===== src/rtl/freq_div_meas.sv =====
// Counts rising edges of an asynchronous divided clock over a programmable
// window of CLK cycles and holds the result behind a valid/ack handshake.
module freq_div_meas #(
  parameter int GATE_W      = 16,
  parameter int CNT_W       = 16,
  parameter int SYNC_STAGES = 2
) (
  input  logic              CLK,
  input  logic              RESETB,
  input  logic              START,
  input  logic [GATE_W-1:0] GATE_CYCLES,
  input  logic              FREQ_DIV_IN,
  output logic              BUSY,
  output logic [CNT_W-1:0]  CNT_OUT,
  output logic              CNT_VALID,
  output logic              CNT_OVF,
  input  logic              CNT_ACK
);

  typedef enum logic [1:0] {
    ST_IDLE = 2'd0,
    ST_GATE = 2'd1,
    ST_DONE = 2'd2
  } state_t;

  state_t                 r_state;
  state_t                 w_state_nxt;
  logic [SYNC_STAGES-1:0] r_sync;
  logic                   r_prev;
  logic [GATE_W-1:0]      r_gate_cnt;
  logic [CNT_W-1:0]       r_edge_cnt;
  logic                   r_ovf_run;
  logic [CNT_W-1:0]       r_cnt_out;
  logic                   r_cnt_ovf;
  logic                   r_cnt_valid;

  logic                   w_sync_last;
  logic                   w_rise;
  logic                   w_sat;
  logic [CNT_W-1:0]       w_edge_nxt;
  logic                   w_ovf_nxt;
  logic                   w_load;
  logic                   w_finish;

  assign w_sync_last = r_sync[SYNC_STAGES-1];
  assign w_rise      = w_sync_last & ~r_prev;
  assign w_sat       = &r_edge_cnt;
  // Overflow flags an edge that arrived while the counter was already pinned.
  assign w_edge_nxt  = (w_rise && !w_sat) ? r_edge_cnt + CNT_W'(1) : r_edge_cnt;
  assign w_ovf_nxt   = r_ovf_run | (w_rise & w_sat);

  always_ff @(posedge CLK or negedge RESETB) begin
    if (!RESETB) begin
      r_sync <= '0;
      r_prev <= 1'b0;
    end else begin
      if (SYNC_STAGES > 1) r_sync <= {r_sync[SYNC_STAGES-2:0], FREQ_DIV_IN};
      else                 r_sync <= FREQ_DIV_IN;
      r_prev <= w_sync_last;
    end
  end

  always_ff @(posedge CLK or negedge RESETB) begin
    if (!RESETB) r_state <= ST_IDLE;
    else         r_state <= w_state_nxt;
  end

  always_comb begin
    w_state_nxt = r_state;
    w_load      = 1'b0;
    w_finish    = 1'b0;
    case (r_state)
      ST_IDLE: begin
        if (START && (GATE_CYCLES != '0)) begin
          w_state_nxt = ST_GATE;
          w_load      = 1'b1;
        end
      end
      ST_GATE: begin
        if (r_gate_cnt == GATE_W'(1)) begin
          w_state_nxt = ST_DONE;
          w_finish    = 1'b1;
        end
      end
      ST_DONE: begin
        if (CNT_ACK) w_state_nxt = ST_IDLE;
      end
      default: w_state_nxt = ST_IDLE;
    endcase
  end

  // Result registers stay untouched by a new START so they survive until the next completion.
  always_ff @(posedge CLK or negedge RESETB) begin
    if (!RESETB) begin
      r_gate_cnt  <= '0;
      r_edge_cnt  <= '0;
      r_ovf_run   <= 1'b0;
      r_cnt_out   <= '0;
      r_cnt_ovf   <= 1'b0;
      r_cnt_valid <= 1'b0;
    end else begin
      if (w_load) begin
        r_gate_cnt <= GATE_CYCLES;
        r_edge_cnt <= '0;
        r_ovf_run  <= 1'b0;
      end else if (r_state == ST_GATE) begin
        r_gate_cnt <= r_gate_cnt - GATE_W'(1);
        r_edge_cnt <= w_edge_nxt;
        r_ovf_run  <= w_ovf_nxt;
      end
      if (w_finish) begin
        r_cnt_out   <= w_edge_nxt;
        r_cnt_ovf   <= w_ovf_nxt;
        r_cnt_valid <= 1'b1;
      end else if ((r_state == ST_DONE) && CNT_ACK) begin
        r_cnt_valid <= 1'b0;
      end
    end
  end

  assign BUSY      = (r_state == ST_GATE);
  assign CNT_OUT   = r_cnt_out;
  assign CNT_VALID = r_cnt_valid;
  assign CNT_OVF   = r_cnt_ovf;

endmodule

===== config.mk =====
export PLATFORM = sky130hd
export DESIGN_NAME = freq_div_meas
export DESIGN_NICKNAME = d
export VERILOG_FILES = /design/src/rtl/freq_div_meas.sv
export SDC_FILE = /design/constraint.sdc
export NUM_CORES = 1
export LEC_CHECK = 0
export CORE_ASPECT_RATIO = 2
export CORE_MARGIN = 3
export CORE_UTILIZATION = 34
export CTS_CLUSTER_DIAMETER = 30
export DETAILED_ROUTE_END_ITERATION = 8
export SLEW_MARGIN = 20
export SYNTH_ARGS = -nofsm -noshare
export SYNTH_HDL_FRONTEND = slang
export SYNTH_SLANG_ARGS = --single-unit

===== constraint.sdc =====
create_clock -name CLK -period 3.05 [get_ports CLK]
set_clock_uncertainty 0.1 [all_clocks]
set_input_delay 0.305 -clock CLK [delete_from_list [all_inputs] [get_ports CLK]]
set_output_delay 0.305 -clock CLK [all_outputs]
set_load 0.005 [all_outputs]

==> qor.txt <==
Status - complete, no violations
Drt pass-1 iters - 4
DRC errors left - 0
Sequential standard cell area - 1400 µm²
Post-CTS Resized - 0
Root buffer cell - clkbuf_16
Max Buffers Root-to-Sink - 2
Die H - 139 µm
CTS H-tree depth - 2
Num Clock Sinks - 56
Overall die area - 10100 µm²
Initial Utilization - 0.350
Worst Setup Start Kind - flop
CP cell instances - or4_1 > nor3_4 > and3_1 > and2_4 > mux2_1
Horiz. Die Dim - 72.7 µm
CTS clk-pin slew, worst paths - 0.07 ns
Number of failing setup endpoints in the final timing report - 0
Top post-synthesis cells by area - dfrtp_1 (46%), a21oi_1 (4.3%), nand2_1 (4.2%), nor2_1 (3.8%), o21ai_0 (3.6%)
Flip-flop and latch count after synthesis - 56
Post-synth ARST share - 1.00
Half-perimeter wire length of the detailed placement result - 5770 µm
Fin crit period - 2.39 ns
Total negative slack for setup checks - 0 ns
Critical path start-end classification - reg -> reg
RSZ-0062 raised after global routing - false
Clock tree from TritonCTS - built
Number of buffers inserted for hold repair after clock tree synthesis - 1
Via count of the routed design - 2612
Number of DRC markers after the initial detailed-route iteration - 156
Antenna violations before repair - 0
Number of vias per cell after detailed routing - 5.62
Via count of the first global-routing pass - 2616
Leading area contributor after synthesis - dfrtp_1
Number of nets in the synthesized netlist - 356
Number of max-cap violations - 0
Worst slew margin relative to its limit - 0.475
Global router's overall resource usage - 0.159
Total CTS buffers - 5
Maximum ir drop on the vdd rail - 0.000351 V
Most used DFF post-synth - dfrtp_1
Power Total - 2.55 mW
Number of antenna cells inserted - 0
Count of unique library cells instantiated by Yosys - 56
Number of slew-limit violations in the final report - 0
Ratio of final minimum period to clock period - 0.785
Hold Vio Cnt, Final - 0
Clock insertion delay at the later pin of the skew report - 0.29 ns
Fraction of the yosys area taken by sequential cells - 0.463
Area of combinational cells with multiple inputs - 1470 µm²
Synth warn - 0
Filler cell count - 898
Tightest Pin Transition - 0.787 ns
Global-route wire length before repair - 12600 µm
Critical-path maximum fanout - 10
Crit path capture type - flop
I/O pin cnt - 40
Pin count of the biggest net entering global routing - 43
Worst Reg-to-Reg Cells - 5
Number of synthesized flops with an enable pin - 0
Leftover overflow at the end of global routing - 0
DRT Wirelength - 7630 µm
Fmax achieved - 0.418 GHz
Number of standard cells after synthesis - 332
Post-CTS Setup Inserts - 0
Average routed wire per standard cell - 16.4 µm
Worst stage delay on the critical path - 0.64 ns
Required @ worst endpoint - 3.13 ns
Static Leak - 1.47 nW
Residual antenna-violating net count after detailed routing - 0
Nets@finish - 389
PD cells - 705 nW/µm²
Port-buffer cells - 39
Area growth from synthesis to layout - 19.5%
Placeable core area - 8650 µm²
Fraction of layout instances using a drive strength above 1 - 0.0603
Hold depth - 0
Critical path data arrival time - 2.47 ns
Hold Path Class - reg -> reg
Cell type of the slowest stage on the worst timing path - or4_1
Site Rows - 48
Yosys top cell area share - 0.463
Summed instance area of the synthesized netlist - 3030 µm²
Syn_area_per_cell - 9.12 µm²
GP Congestion - 0.871
-- routing by layer --
| metal | global-route usage | vias up | share of wire |
|---|---|---|---|
| li1 | - | 1284 | - |
| met1 | 0.163 | 1256 | 0.37 |
| met2 | 0.296 | 55 | 0.56 |
| met3 | 0.0210 | 17 | 0.027 |
| met4 | 0.0817 | 0 | 0.038 |
| met5 | 0 | - | 0 |
-- worst paths after layout --
check	endpoint	from	slack, ns
min	r_sync[1]$_DFF_PN0_	r_sync[0]$_DFF_PN0_	0.26
max in group asynchronous	r_edge_cnt[11]$_DFFE_PN0P_	RESETB	1.62
min in group asynchronous	CNT_OUT[15]$_DFFE_PN0P_	RESETB	0.36
max	CNT_OUT[14]$_DFFE_PN0P_	r_gate_cnt[6]$_DFFE_PN0P_	0.66
min reg2reg	r_sync[1]$_DFF_PN0_	r_sync[0]$_DFF_PN0_	0.26
max reg2reg	CNT_OUT[14]$_DFFE_PN0P_	r_gate_cnt[6]$_DFFE_PN0P_	0.66
-- cells in the mapped netlist, types with 3 or more instances --
master    number
buf_2          4
inv_1         10
nor3_1         8
o311ai_0       4
o211ai_1       6
nand3_1       16
and3_1         7
xor2_1         7
and4_1         3
or4_1          3
xnor2_1        4
nor4_1         7
nor2_1        31
a22oi_1        4
nand2_1       34
a31oi_1        5
o31ai_1        5
ha_1           3
o21ai_0       22
nand2b_1       5
dfrtp_1       56
nand4_1        8
a221o_1        3
or3_1          3
clkbuf_1      10
a21oi_1       26
-- cell usage in the layout (no fill, tap or decap), drive strengths merged, types with 7 or more instances in the layout --
master          n
nor4            8
and3            7
clkdlybuf4s50  38
dfrtp          56
nand2          34
nor3            9
o21ai          22
buf             8
nand4           8
nor2           31
nand3          16
xor2            7
inv            10
a21oi          26
-- power by group --
part | switching, mW | internal [mW]
Clock | 0.249 | 0.299
Sequential | 0.238 | 0.940
Combinational | 0.427 | 0.399
-- flip-flops by register name, summed over array words and instances (netlist names) --
name / cells
CNT_VALID: 1
CNT_OUT: 16
r_edge_cnt: 16
r_prev: 1
CNT_OVF: 1
r_ovf_run: 1
r_state: 2
r_sync: 2
r_gate_cnt: 16
-- critical path, delay by kind of cell (launching register included) --
kind	cells	cell delay [ns]
AND/OR/NAND/NOR	4	1.40
flip-flops	1	0.45
multiplexers	1	0.34
-- logic make-up (layout without fill, tap and decap cells) --
kind of cell             Yosys count  in the layout  share of synthesized area
AND/OR/NAND/NOR                  138            138                      0.241
AO/OA/AOI/OAI                     90             90                      0.191
flip-flops                        56             56                      0.463
buffers and inverters             31             64                     0.0504
XOR/XNOR                          11             11                     0.0318
adder cells (fa/ha/maj)            3              3                     0.0124
multiplexers                       3              3                     0.0103
-- layout make-up --
class                           instances  share of cell area
Clock inverter                          1             0.00138
Multi-Input combinational cell        245               0.407
Tap cell                              100              0.0346
Inverter                               10              0.0104
Clock buffer                            6              0.0356
Sequential cell                        56               0.387
Timing Repair Buffer                   47               0.124
-- stage by stage --
step           instances  utilization  area, µm²  worst slack [ns]  hold slack, ns
3_3_place_gp         457        0.402       3480             0.577           0.133
2_1_floorplan        332            -       3030             0.812         -0.0906
6_report             465        0.419       3620             0.657           0.261
5_1_grt              465        0.419       3620             0.493           0.269
4_1_cts              465        0.419       3620             0.647           0.263
3_5_place_dp         457        0.402       3480             0.519           0.144
No activity file was read; power rests on OpenSTA's default activity.
